===== src/rtl/mux4_rr_arbiter.sv =====
// mux4_rr_arbiter
// Round-robin arbiter in front of a shared 4:1 data mux, with a valid/ready
// handshake on every requester and on the registered output stage.
//
// Optional feature macro: MUX4_ARB_LOCK_EN
//   defined   : adds in_last; the grant is held across accepts (burst lock)
//               until in_last or the MAX_BURST-th accept of the grant.
//   undefined : every accepted beat releases the grant.
//
// Ports
//   clk        system clock, rising edge
//   rst        synchronous active-high reset
//   in_valid   per-requester valid (bit k = requester k)
//   in_data    packed requester data, requester k at [k*WIDTH +: WIDTH]
//   in_ready   one-hot-or-zero acceptance, only for the granted requester
//   in_last    burst end per requester (MUX4_ARB_LOCK_EN only)
//   out_valid  out_data holds a beat
//   out_data   registered mux output
//   out_ready  downstream accepts the beat
//   s0, s1     mux select, straight from the registered grant
//   busy       high while in GRANT
//
// state | meaning
// IDLE  | no grant; winner of the round-robin scan is registered next edge
// GRANT | grant valid; granted requester may hand over beats

module mux4_rr_arbiter #(
   parameter int WIDTH     = 1,
   parameter int MAX_BURST = 4
) (
   input  logic               clk,
   input  logic               rst,
   input  logic [3:0]         in_valid,
   input  logic [4*WIDTH-1:0] in_data,
   output logic [3:0]         in_ready,
`ifdef MUX4_ARB_LOCK_EN
   input  logic [3:0]         in_last,
`endif
   output logic               out_valid,
   output logic [WIDTH-1:0]   out_data,
   input  logic               out_ready,
   output logic               s0,
   output logic               s1,
   output logic               busy
);

   if (MAX_BURST < 1) begin : g_bad_burst
      $error("mux4_rr_arbiter: MAX_BURST must be >= 1");
   end

   typedef enum logic {IDLE = 1'b0, GRANT = 1'b1} state_t;

   state_t     state, state_nxt;
   logic [1:0] grant, grant_nxt;
   logic [1:0] ptr, ptr_nxt;
   logic [1:0] winner;
   logic       found;
   logic       rdy;
   logic       accept;
   logic       last_beat;
   logic [WIDTH-1:0] mux_data;

`ifdef MUX4_ARB_LOCK_EN
   localparam int CW = $clog2(MAX_BURST + 1);
   logic [CW-1:0] beat_cnt, beat_cnt_nxt;
   assign last_beat = in_last[grant] | (beat_cnt == CW'(MAX_BURST - 1));
`else
   assign last_beat = 1'b1;
`endif

   // The shared datapath only ever sees the registered grant.
   assign mux_data = in_data[int'(grant)*WIDTH +: WIDTH];

   assign s0   = grant[0];
   assign s1   = grant[1];
   assign busy = (state == GRANT);

   // First valid requester at or after the pointer, wrapping mod 4.
   always_comb begin
      winner = ptr;
      found  = 1'b0;
      for (int i = 0; i < 4; i++) begin
         logic [1:0] idx;
         idx = ptr + 2'(i);
         if (!found && in_valid[idx]) begin
            winner = idx;
            found  = 1'b1;
         end
      end
   end

   // Ready only looks at the output stage, never at in_valid.
   assign rdy = ~out_valid | out_ready;

   always_comb begin
      state_nxt = state;
      grant_nxt = grant;
      ptr_nxt   = ptr;
      in_ready  = 4'b0000;
      accept    = 1'b0;
`ifdef MUX4_ARB_LOCK_EN
      beat_cnt_nxt = '0;
`endif
      case (state)
         IDLE: begin
            if (|in_valid) begin
               state_nxt = GRANT;
               grant_nxt = winner;
            end
         end
         GRANT: begin
            in_ready[grant] = rdy;
            accept          = in_valid[grant] & rdy;
            if (!in_valid[grant]) begin
               state_nxt = IDLE;
            end else if (accept && last_beat) begin
               state_nxt = IDLE;
               ptr_nxt   = grant + 2'd1;
            end
`ifdef MUX4_ARB_LOCK_EN
            else if (accept) begin
               beat_cnt_nxt = beat_cnt + CW'(1);
            end else begin
               beat_cnt_nxt = beat_cnt;
            end
`endif
         end
         default: state_nxt = IDLE;
      endcase
   end

   always_ff @(posedge clk) begin
      if (rst) begin
         state     <= IDLE;
         grant     <= 2'd0;
         ptr       <= 2'd0;
         out_valid <= 1'b0;
         out_data  <= '0;
`ifdef MUX4_ARB_LOCK_EN
         beat_cnt  <= '0;
`endif
      end else begin
         state <= state_nxt;
         grant <= grant_nxt;
         ptr   <= ptr_nxt;
`ifdef MUX4_ARB_LOCK_EN
         beat_cnt <= beat_cnt_nxt;
`endif
         // A new beat wins over a drain in the same cycle.
         if (accept) begin
            out_valid <= 1'b1;
            out_data  <= mux_data;
         end else if (out_valid && out_ready) begin
            out_valid <= 1'b0;
         end
      end
   end

endmodule


===== config.mk =====
export PLATFORM = sky130hd
export DESIGN_NAME = mux4_rr_arbiter
export DESIGN_NICKNAME = d
export VERILOG_FILES = /design/src/rtl/mux4_rr_arbiter.sv
export SDC_FILE = /design/constraint.sdc
export NUM_CORES = 1
export LEC_CHECK = 0
export BUFFER_PORTS_ARGS = -buffer_cell sky130_fd_sc_hd__buf_2
export CAP_MARGIN = 0
export CELL_PAD_IN_SITES_DETAIL_PLACEMENT = 1
export CELL_PAD_IN_SITES_GLOBAL_PLACEMENT = 1
export CORE_MARGIN = 8
export CORE_UTILIZATION = 32
export DETAILED_ROUTE_END_ITERATION = 10
export HOLD_SLACK_MARGIN = 0.12
export PLACE_DENSITY_LB_ADDON = 0.12
export SLEW_MARGIN = 20
export SYNTH_ARGS = -nofsm -noshare
export SYNTH_HDL_FRONTEND = slang
export SYNTH_SLANG_ARGS = --single-unit

===== constraint.sdc =====
create_clock -name clk -period 2.59 [get_ports clk]
set_input_delay 0.518 -clock clk [delete_from_list [all_inputs] [get_ports clk]]
set_output_delay 0.518 -clock clk [all_outputs]
set_load 0.02 [all_outputs]

Word-level counts from Yosys, hierarchy flattened
Index checks and enable logic that the tools add are counted.
W data, S select, Z words.
{"block": "word_totals", "reg_bits": 7, "in_bits": 11, "output_inout_bits": 9, "wordCells": 59}
{"block": "classes", "add_sub_neg": 4, "n_lt_le_gt_ge": 6, "shift": 1, "n_mux": 26, "n_bitwise": 5, "reduce_logical": 12}
{"op": "$lt A2 B3 Y1 const B", "count": 5}
{"op": "$mux W1", "count": 15}
{"op": "$bmux W1 S2", "count": 5}
{"op": "$mux W2", "count": 3}
{"op": "$logic_and A1 B1 Y1", "count": 5}
{"op": "$add A2 B1 Y2 const B", "count": 2}
{"op": "$add A2 B2 Y2 const B", "count": 2}
{"op": "$and A4 B4 Y4", "count": 1}
{"op": "$mux W4", "count": 1}
{"op": "$reduce_or A4 Y1", "count": 1}
{"op": "$shiftx A4 B3 Y1", "count": 1}
{"op": "$logic_not A1 Y1", "count": 3}
{"op": "$reduce_and A3 Y1", "count": 1}
{"op": "$demux W1 S2", "count": 1}
{"op": "$ge A2 B1 Y1 const B", "count": 1}
{"op": "$not A1 Y1", "count": 2}
{"op": "$pmux W1 S2", "count": 1}
{"op": "$reduce_and A2 Y1", "count": 1}
{"op": "$reduce_bool A2 Y1", "count": 1}
{"op": "$and A1 B1 Y1", "count": 1}
{"op": "$or A1 B1 Y1", "count": 1}

Logic depth before layout (Yosys ltp)
Gate-level depths: netlist (run 1).
{"block": "depth", "word_depth": 12, "ltp_mapped": 5}

Least setup slack after synthesis (run 1)
No wires, ideal clock.
{"block": "synth_timing", "path_kind": "input-to-output", "from": "in out_ready", "to": "out in_ready[0]", "t_arrival_ps": 1125, "required_ps": 2072, "path_slack_ps": 947, "path_stages": 3, "cell_sequence": "nand2b_1 -> clkbuf_1 -> and3_1"}
{"block": "synth_via", "elab_chain_len": 3}
{"element": "start, declared", "line_no": "41", "source": "input logic out_ready,"}
{"element": "$or A1 B1 Y1", "line_no": "93", "source": "assign rdy = ~out_valid | out_ready;"}
{"element": "$and A4 B4 Y4 (no source line)"}
{"element": "$mux W4", "line_no": "104", "source": "case (state)"}
{"element": "end, declared", "line_no": "35", "source": "output logic [3:0] in_ready,"}
Every way passes these cells.

Worst setup path after layout (run 1)
{"block": "layout_timing", "from": "reg grant[1]", "to": "out in_ready[1]"}
{"block": "layout_via", "elab_chain_len": 6}
{"element": "start, declared", "line_no": "54", "source": "logic [1:0] grant, grant_nxt;"}
{"element": "start signal, assigned", "line_no": "144", "source": "grant <= grant_nxt;"}
{"element": "$lt A2 B3 Y1 (not written as such) or $ge A2 B1 Y1 (tied branches)", "line_no": "112", "source": "in_ready[grant] = rdy;"}
{"element": "$logic_and A1 B1 Y1 (not written as such)", "line_no": "112"}
{"element": "$mux W1 (not written as such)", "line_no": "112"}
{"element": "$demux W1 S2 (*)", "line_no": "112"}
{"element": "$and A4 B4 Y4 (no source line) (*)"}
{"element": "$mux W4 (*)", "line_no": "104"}
Mark *: on every way between the ends. The rest lies on a longest branch, timed or not.

==> results.txt, run 1 <==
- The worst path needs 1.94 ns of the cycle, external delays included.
- Setup total negative slack: 0 ns
* Sequential cell area: 140 um2
* Ordered list of cells on the worst path: inv_1, ha_1, and3_1, buf_2
* Critical path's largest stage delay: 0.52 ns
- After synthesis, the cell types taking the most area are sky130_fd_sc_hd__dfxtp_1 27%, sky130_fd_sc_hd__ha_1 9.6%, sky130_fd_sc_hd__mux4_2 8.7%.
- In this run the power density over the cells is 516 nW/um2.
* Cell count after placement: 89
- On the final layout, the worst clock skew is 0.000213 ns.
- Final Routed Wirelength: 1410 um
- Post-route fraction of the period consumed by the critical path: 74.8%
- Drt first pass iters: 4
* Data arrival time of the worst path: 1.42 ns
- Max-Cap Viols: 0
* Post-layout util: 42.1%
* Number of antenna diodes: 0
- Number of remaining DRC errors: 0
* Achievable frequency: 0.516 GHz
- VDD sags by at most 0.243 mV.
- Leak Pwr: 0.000314 uW
* Initial DRC count: 3
* Post-synth top area share: 27.0%
- Largest net degree at the start of global routing: 12
* Standard-cell row count: 14
- In this run the tightest slew margin relative to its limit is 70.4%.
* Total of cells resized after clock tree synthesis: 0
- Worst Tran Pin Value: 0.440 ns
- In this run, synthesis inferred 0 flip-flops with an integrated enable.
- Final cell count without fillers: 93
* Crit path kind: reg2out
* Part of the Yosys area used for sequential elements: 27.0%
* TritonCTS clock tree: done
- Post-synth ARST share: 0%
- Worst Setup Start Kind: register
* Number of clock sinks seen by CTS: 7
- Maximum clock path buffer count: 2
- The min-delay analysis places its worst path in the category reg2reg.
- Maximum level of the CTS H-tree: 1
- Global-route wire length before repair: 2460 um
- Vias/cell: 5.40
* Clk slew on worst S/H paths: 0.05 ns
* Number of nets still failing antenna checks after routing: 0
- Instance count of the mapped netlist: 57
- 20 I/O pins were placed.
* Final-stage net count: 93
* Final hold violation count: 0
* Synthesized Nets: 72
- Fraction of final layout cells with drive strength greater than 1: 36.4%
- Synthesis instantiated 24 different standard cells from the library.
- Averaged over all synthesized cells, the footprint is 9.11 um2.
* Most common flop cell mapped by yosys: sky130_fd_sc_hd__dfxtp_1
* Postcts setup bufs: 0
- Across every metal layer, demand over resource in global routing totals 9.42%.
* Routed wirelength normalized by instance count: 15.2 um
- Setup repair after global routing left no endpoint under its margin.
- Horizontal die dimension: 56.3 um
* Cell taking the most area after synthesis: sky130_fd_sc_hd__dfxtp_1
- Maximum fanout encountered on the critical timing path: 8
* Data required time of the worst path: 2.07 ns
- The flow ran to the end, and the final reports show no timing, DRC or antenna violations.
- Worst skew pair latency: 0.25 ns
- Routability-driven placement finished with a final weighted congestion of 0.748.
- Most common cell in the netlist: sky130_fd_sc_hd__dfxtp_1
- Total congestion overflow after global routing: 0
- TritonCTS created 3 clock buffers.
* Area of the die: 3170 um2
- The die is 56.3 um tall.
* Detailed-route via count: 502
* Cell at the root of the clock tree: sky130_fd_sc_hd__clkbuf_4
- From synthesis to final layout, the design area changed by 22.2%.
* Final setup fails: 0
- Number of buffer cells added on primary ports: 19
- Setup crit end kind: output pin
- Synthesis inferred 7 register bits.
- The floorplan step defined a core boundary enclosing 1510 um2.
* Area used by multi-input combinational logic: 334 um2
- Filler cells: 184
* Cell with the largest stage delay on the worst path: sky130_fd_sc_hd__dfxtp_1
* Top post-synthesis cells by count: 7 x sky130_fd_sc_hd__dfxtp_1, 5 x sky130_fd_sc_hd__a21oi_1, 5 x sky130_fd_sc_hd__inv_1, 5 x sky130_fd_sc_hd__nand2_1
* Max Slew Vio Count: 0
- In this run, post-CTS hold repair placed 0 buffers.
- For this configuration, the core starts out at a cell density of 34.5%.
- Mapped Area: 519 um2
* Via count of the first global-routing pass: 556
- Syn. warnings: 0
* Initial antenna violation count: 0
-- area by class of cell --
cell class              instances  area share [%]
flip-flops and latches          7            22.1
inverters                       5            2.96
multi-input cells              42            52.7
repair buffers                 19            15.0
clock buffers                   4            4.14
well taps                      16            3.16
-- logic make-up (layout without fill, tap and decap cells) --
family	Yosys count	count (layout)	share of synthesized area, %
adders and majority gates	4	4	9.64
buffers and inverters	8	28	8.67
muxes	7	7	18.6
DFF	7	7	27.0
AOI/OAI and AO/OA	13	13	17.8
and+or+nand+nor	18	18	18.3
-- per-stage QoR --
step | area, um2 | hold WS [ns] | setup WS, ns | power [uW]
floorplan | 519 | 0.483 | 0.947 | 198
global placement | 608 | 0.481 | 0.816 | 229
detailed placement | 608 | 0.488 | 0.795 | 230
CTS | 634 | 0.501 | 0.618 | 336
global route | 634 | 0.521 | 0.528 | 357
finish | 634 | 0.489 | 0.653 | 327
-- report_power, final --
group / leakage (uW) / switching [uW] / internal [uW]
clock: 0.0000150 / 42.1 / 58.9
combinational: 0.000242 / 48.1 / 43.5
sequential: 0.0000576 / 17.2 / 118
-- worst paths after layout --
kind | from | endpoint | slack (ns) | cells past startpoint
hold / removal | out_data | out_data | 0.49 | 2
setup reg to reg | grant[0] | ptr[1] | 1.07 | 4
hold reg to reg | out_data | out_data | 0.49 | 2
setup / recovery | grant[1] | in_ready[1] | 0.65 | 4
-- cell usage in the layout (no fill, tap or decap), types with 2 or more instances in the layout --
master and instances:
sky130_fd_sc_hd__buf_2 19, sky130_fd_sc_hd__dfxtp_1 7, sky130_fd_sc_hd__inv_1 5, sky130_fd_sc_hd__a21oi_1 5, sky130_fd_sc_hd__nand2_1 5, sky130_fd_sc_hd__and3_1 4
sky130_fd_sc_hd__mux2i_1 4, sky130_fd_sc_hd__nor2_1 4, sky130_fd_sc_hd__ha_1 4, sky130_fd_sc_hd__clkbuf_4 3, sky130_fd_sc_hd__o21ai_0 2, sky130_fd_sc_hd__mux4_2 2
-- metal layers --
layer / up-vias / wire [um] / global-route usage (%)
li1: 245 / - / -
met5: - / 0 / 0
met1: 242 / 608 / 10.5
met4: 0 / 14 / 3.78
met3: 2 / 126 / 5.62
met2: 13 / 663 / 14.3
-- flip-flops by register name, summed over array words and instances, names as in the netlist --
| register | count |
|---|---|
| busy | 1 |
| grant | 2 |
| ptr | 2 |
| out_valid | 1 |
| out_data | 1 |
-- critical path: cells and delay by family (launching register included) --
| family | cells | cell delay (ns) |
|---|---|---|
| flops | 1 | 0.52 |
| buf+inv | 2 | 0.30 |
| fa+ha+maj | 1 | 0.20 |
| simple gates | 1 | 0.15 |
(Power assumes the default switching activity.)
==> run 2, diff against run 1 <==
- clock period: 2.59 -> 1.88 ns (I/O delays scaled with it)
==> run 2 against run 1 <==
  * Clock skew rose by 0.0024 ns
  * Non-clock buffer count rose by 1
  * Count of clock-buffer cells in the layout did not move
  * Total power rose by 41%
  * Flip-flop and latch count did not move
  * Critical path depth did not move
  * Die area did not move
  * Register-to-register slack got worse by 0.70 ns
  * Critical path type unchanged
  * Critical endpoint is now in_ready[0]
  * Largest cell class unchanged
==> results.txt, run 2 (synthesis results as in run 1) <==
- Final HPWL from detailed placement: 1160 um
- GR Layer Usage met2: 15.2%
- Setup total negative slack: 0 ns
- Via count of the first global-routing pass: 550
- Initial antenna violation count: 0
* Clock skew: 0.00258 ns
* Pre-CTS setup slack: 0.354 ns
- The worst setup path is captured at an output pin.
- Along the worst hold path, the cell count comes to 2.
- Across the whole layout, storage elements account for 140 um2.
- Clk slew on worst S/H paths: 0.06 ns
- Initial DRC count: 6
* Drt first pass iters: 3
* Post-route fraction of the period consumed by the critical path: 93.3%
- Gates resized during post-CTS repair numbered 0.
- Hold Startpoint: rst
* Cell at the root of the clock tree: sky130_fd_sc_hd__clkbuf_4
- In this run the worst hold path is classified as in2reg.
- Starting density of the core: 34.5%
* Vias/cell: 5.22
- Final cell count without fillers: 94
- Most frequent cells in the layout: 19 x sky130_fd_sc_hd__buf_2, 7 x sky130_fd_sc_hd__dfxtp_1, 5 x sky130_fd_sc_hd__inv_1, 5 x sky130_fd_sc_hd__a21oi_1, 5 x sky130_fd_sc_hd__nand2_1
* Power Density: 717 nW/um2
- Area overhead of the layout relative to synthesis: 23.6%
* Crit Reg-Reg Startpoint: grant[0]
- In this run the register-to-register setup slack is 0.37 ns.
- Filler cells: 195
* Final hold violation count: 0
* Worst Tran Pin Value: 0.452 ns
- At the end of routability-driven placement, the weighted congestion stood at 0.761.
- In this run the count of I/O pins placed on the die edge is 20.
- In the final routed layout, each cell accounts on average for 15.6 um.
- From bottom edge to top edge, the die measures 56.3 um.
- The layer flagged by global routing as most heavily used is met2.
* Final-stage net count: 94
- Leak Pwr: 0.000320 uW
- Crit path kind: reg2out
* Worst rel slew slack: 69.5%
* Area of the die: 3170 um2
- RSZ-0062 raised after global routing: false
* Launch point of the worst path: grant[0]
- Data required time of the worst path: 1.50 ns
- The largest registers in the layout are grant x2, ptr x2.
* Total GRT Usage: 10.1%
* Met1 Use GR: 11.8%
* Final setup fails: 0
- Worst Setup Slack, final: 0.127 ns
- The first global-routing pass estimated 2620 um of wire.
- Final hold slack: 0.375 ns
* Status: finished clean
* Horizontal die dimension: 56.3 um
* Core Box Area: 1510 um2
- VDD sags by at most 0.279 mV.
* Achievable frequency: 0.570 GHz
- Maximum level of the CTS H-tree: 1
- In this run the worst path has a maximum fanout of 7.
- The number of antenna diodes in the final layout is 0.
* Maximum clock path buffer count: 2
- The worst hold path terminates at grant[0].
- The library cell used most frequently in the layout, excluding fill and tap cells, is sky130_fd_sc_hd__buf_2.
- After clock tree synthesis, the flow added hold-fix buffers numbering 0.
* Postcts setup bufs: 0
- Largest net degree at the start of global routing: 12
- Worst Reg-to-Reg Cells: 4
- STA puts the critical path data arrival time at 1.38 ns.
- The multi-input combinational cells in the finished layout cover a total of 334 um2.
* Max-Cap Viols: 0
- Clock tree synthesis inserted a total of 3 buffers.
* Total congestion overflow after global routing: 0
* R2R Path End: ptr[1]
- Number of buffer cells added on primary ports: 19
- In the routed design, unresolved DRC markers number 0.
* Final Routed Wirelength: 1470 um
- For met3 alone, demand over resource in global routing was 6.52%.
- The smallest clock period supported by the final layout is computed as 1.75 ns.
- Fraction of final layout cells with drive strength greater than 1: 37.2%
- The initialized floorplan defines 14 standard-cell rows.
- The clock reaches the later pin of the worst-skew pair after 0.26 ns.
- The total count of max-transition violations in the final report was 0.
- The detail route stage leaves a number of antenna-violating nets equal to 0.
- Worst Setup Start Kind: register
- The clock drives 7 sinks.
- TritonCTS clock tree: done
- Detailed-route via count: 491
- Cell count after placement: 90
==> run 2: changes by cell type in the layout (fill, tap and decap cells not counted) <==
cell | previous run | this run
sky130_fd_sc_hd__buf_4 | 0 | 1
==> run 2: how the worst max path moves through the flow <==
stage	end	cells past startpoint	slack, ns
finish	in_ready[0]	4	0.13
global route	in_ready[2]	4	0.02
CTS	in_ready[0]	4	0.09
detailed placement	ptr[1]	4	0.35
global placement	in_ready[1]	4	0.37
floorplan	out_data	4	0.33
==> run 2: report_power, final <==
group | leakage, uW | internal, uW | switching, uW
Combinational | 0.000247 | 62.7 | 70.5
Sequential | 0.0000576 | 162 | 20.9
Clock | 0.0000150 | 81.5 | 62.7
==> run 2: routing by layer <==
metal / share of wire (%) / up-vias
met3: 9.8 / 0
li1: - / 247
met4: 0 / 0
met2: 47 / 16
met1: 44 / 228
met5: 0 / -
==> run 2: stage by stage <==
stage                     total power (uW)  utilization (%)  area [um2]
after floorplan                        273                -         519
after global placement                 319             40.9         616
after detailed placement               321             40.9         616
after CTS                              471             42.6         642
after global routing                   497             42.6         642
final                                  460             42.6         642
==> run 2: cell type report <==
class | count | area share (%)
clock buffer | 4 | 4.09
inverter | 5 | 2.92
multi-input combinational | 42 | 52.0
sequential | 7 | 21.8
tap | 16 | 3.12
timing repair buffer | 20 | 16.0
==> run 2: critical path: stages, from the launching register on <==
cell,delay [ns]
sky130_fd_sc_hd__dfxtp_1,0.48
sky130_fd_sc_hd__inv_1,0.14
sky130_fd_sc_hd__ha_1,0.22
sky130_fd_sc_hd__and3_1,0.13
sky130_fd_sc_hd__buf_2,0.15
==> run 3, diff against run 2 <==
- PLACE_DENSITY_LB_ADDON: 0.12 -> 0.1
==> run 3 against run 2 <==
  * Critical path depth unchanged
  * Sequential power about the same
  * Hold slack got worse by 0.0040 ns
  * Die area unchanged
  * Total power is 0.90% lower
  * Routed wire length decreased by 4.9%
  * Critical path type unchanged
  * Largest power group unchanged
==> results.txt, run 3 (synthesis results as in run 1) <==
- In this run the power density over the cells is 709 nW/um2.
* Max-Cap Viols: 0
- Setup crit end kind: output pin
- Cell at the root of the clock tree: sky130_fd_sc_hd__clkbuf_4
- Top-level I/O count: 20
- Vert. Die Dim: 56.3 um
- For this run, the top clock speed supported by timing is 0.620 GHz.
- Setup violations remaining at the end of the flow were counted as 0.
- The multi-input combinational cells in the finished layout cover a total of 334 um2.
- Peak VDD IR: 0.490 mV
- The first routing iteration left 4 violations.
* Crit path time final: 1.61 ns
- Measured along the x axis, the die boundary spans 56.3 um.
* Ordered list of cells on the worst path: inv_1, ha_1, and3_1, buf_2
- Hold depth: 2
* Sequential cell area: 141 um2
- Entering global routing, the biggest net connects 12 pins.
- Across all hold checks on the routed design, the worst slack comes to 0.371 ns.
* Fraction of final layout cells with drive strength greater than 1: 38.5%
- Clk slew on worst S/H paths: 0.05 ns
- For this configuration, the core starts out at a cell density of 34.5%.
- Number of nets still failing antenna checks after routing: 0
* Most frequent cells in the layout: 19 x sky130_fd_sc_hd__buf_2, 6 x sky130_fd_sc_hd__dfxtp_1, 5 x sky130_fd_sc_hd__inv_1, 5 x sky130_fd_sc_hd__a21oi_1, 5 x sky130_fd_sc_hd__nand2_1
- Clock skew on the completed layout was measured at 0.00311 ns.
* Largest delay share family, worst path: flip-flops
- Final Routed Wirelength: 1400 um
* Number of buffer cells added on primary ports: 19
* Detailed-route via count: 500
- The via count of the first global-routing pass came to 549.
- Status: finished clean
* Routed wirelength normalized by instance count: 14.9 um
- STA puts the critical path data arrival time at 1.24 ns.
- Headroom to the max-slew limit came out at 69.9%.
- Global routing finished with a remaining overflow of 0.
* Weighted congestion reported at the end of routability-driven placement: 0.740
- After routing, the total negative slack on setup checks comes to 0 ns.
- Final HPWL from detailed placement: 1090 um
- Maximum level of the CTS H-tree: 1
* Data required time of the worst path: 1.50 ns
* CP Buf/Inv Count: 2
- Number of antenna diodes: 0
- Across every metal layer, demand over resource in global routing totals 9.95%.
- RSZ-0062 raised after global routing: false
- The number of hold buffers added after CTS was 0.
- The first global-routing pass estimated 2560 um of wire.
* Worst skew pair latency: 0.26 ns
- Crit path kind: reg2out
* Worst Reg-to-Reg Cells: 4
* TritonCTS clock tree: done
* Final hold violation count: 0
- Dividing the detail-routed via count by the number of cells gives 5.32.
- The number of antenna violations at the first check in global routing came to 0.
- At the end of the flow the core is filled with cells to 42.7%.
- Final-stage net count: 94
* Maximum clock path buffer count: 2
- In this run, CTS created clock tree buffers numbering 3.
* Core Box Area: 1510 um2
- The layout has 198 filler cells.
- Maximum fanout encountered on the critical timing path: 7
* Critical path's largest stage delay: 0.40 ns
- At the pin with the least slew margin, the transition time is 0.447 ns.
- Max Slew Vio Count: 0
- Path class of the lowest-slack min-delay path: in2reg
- Number of remaining DRC errors: 0
* Area of the die: 3170 um2
- Cell with the largest stage delay on the worst path: sky130_fd_sc_hd__dfxtp_2
- Number of clock sinks seen by CTS: 7
* Leak Pwr: 0.000320 uW
- Drt first pass iters: 2
* Instance area after placement: 616 um2
* Post-route fraction of the period consumed by the critical path: 85.8%
* Layout Cell Area excl Fill: 643 um2
* Area overhead of the layout relative to synthesis: 23.9%
- Standard-cell row count: 14
* Top Registers: grant x2, ptr x2
- Path length in cells of the critical path: 4
- The library cell used most frequently in the layout, excluding fill and tap cells, is sky130_fd_sc_hd__buf_2.
- The worst setup path is launched from a register.
run 3: cell counts in the layout (fill, tap and decap cells not counted):
Identical to the previous run, type by type.
run 3: layout make-up:
type | instances | share of cell area, %
well taps | 16 | 3.11
repair buffers | 20 | 16.0
inverters | 5 | 2.92
multi-input cells | 42 | 51.9
clock buffers | 4 | 4.09
flip-flops and latches | 7 | 22.0
run 3: what timing repair did:
action / 4_1_cts / 5_1_grt
gates resized for setup: 0 / 1
setup endpoints to repair: 0 / 1
buffers inserted: 0 / 0
endpoints found under the hold margin: 0 / 0
run 3: worst paths after layout:
kind | from | end | slack, ns
max | grant[0] | in_ready[0] | 0.27
min | rst | grant[0] | 0.37
max reg2reg | ptr[1] | grant[0] | 0.45
min reg2reg | out_data | out_data | 0.50
run 3: metrics by stage:
stage	cells	setup slack, ns	power [uW]
floorplan	57	0.327	273
global placement	90	0.372	319
detailed placement	90	0.352	319
CTS	94	0.106	467
global route	94	0.138	502
finish	94	0.267	456
run 3: power breakdown:
part           internal [uW]  switching (uW)
Sequential               162            20.5
Combinational           62.6            69.5
Clock                   81.3            59.8
run 3: routing by layer:
layer | track usage (%) | up-vias | share of wire (%)
met3 | 5.62 | 4 | 9.1
met1 | 10.9 | 232 | 47
met4 | 4.12 | 0 | 1.5
met5 | 0 | - | 0
li1 | - | 248 | -
met2 | 15.4 | 16 | 43
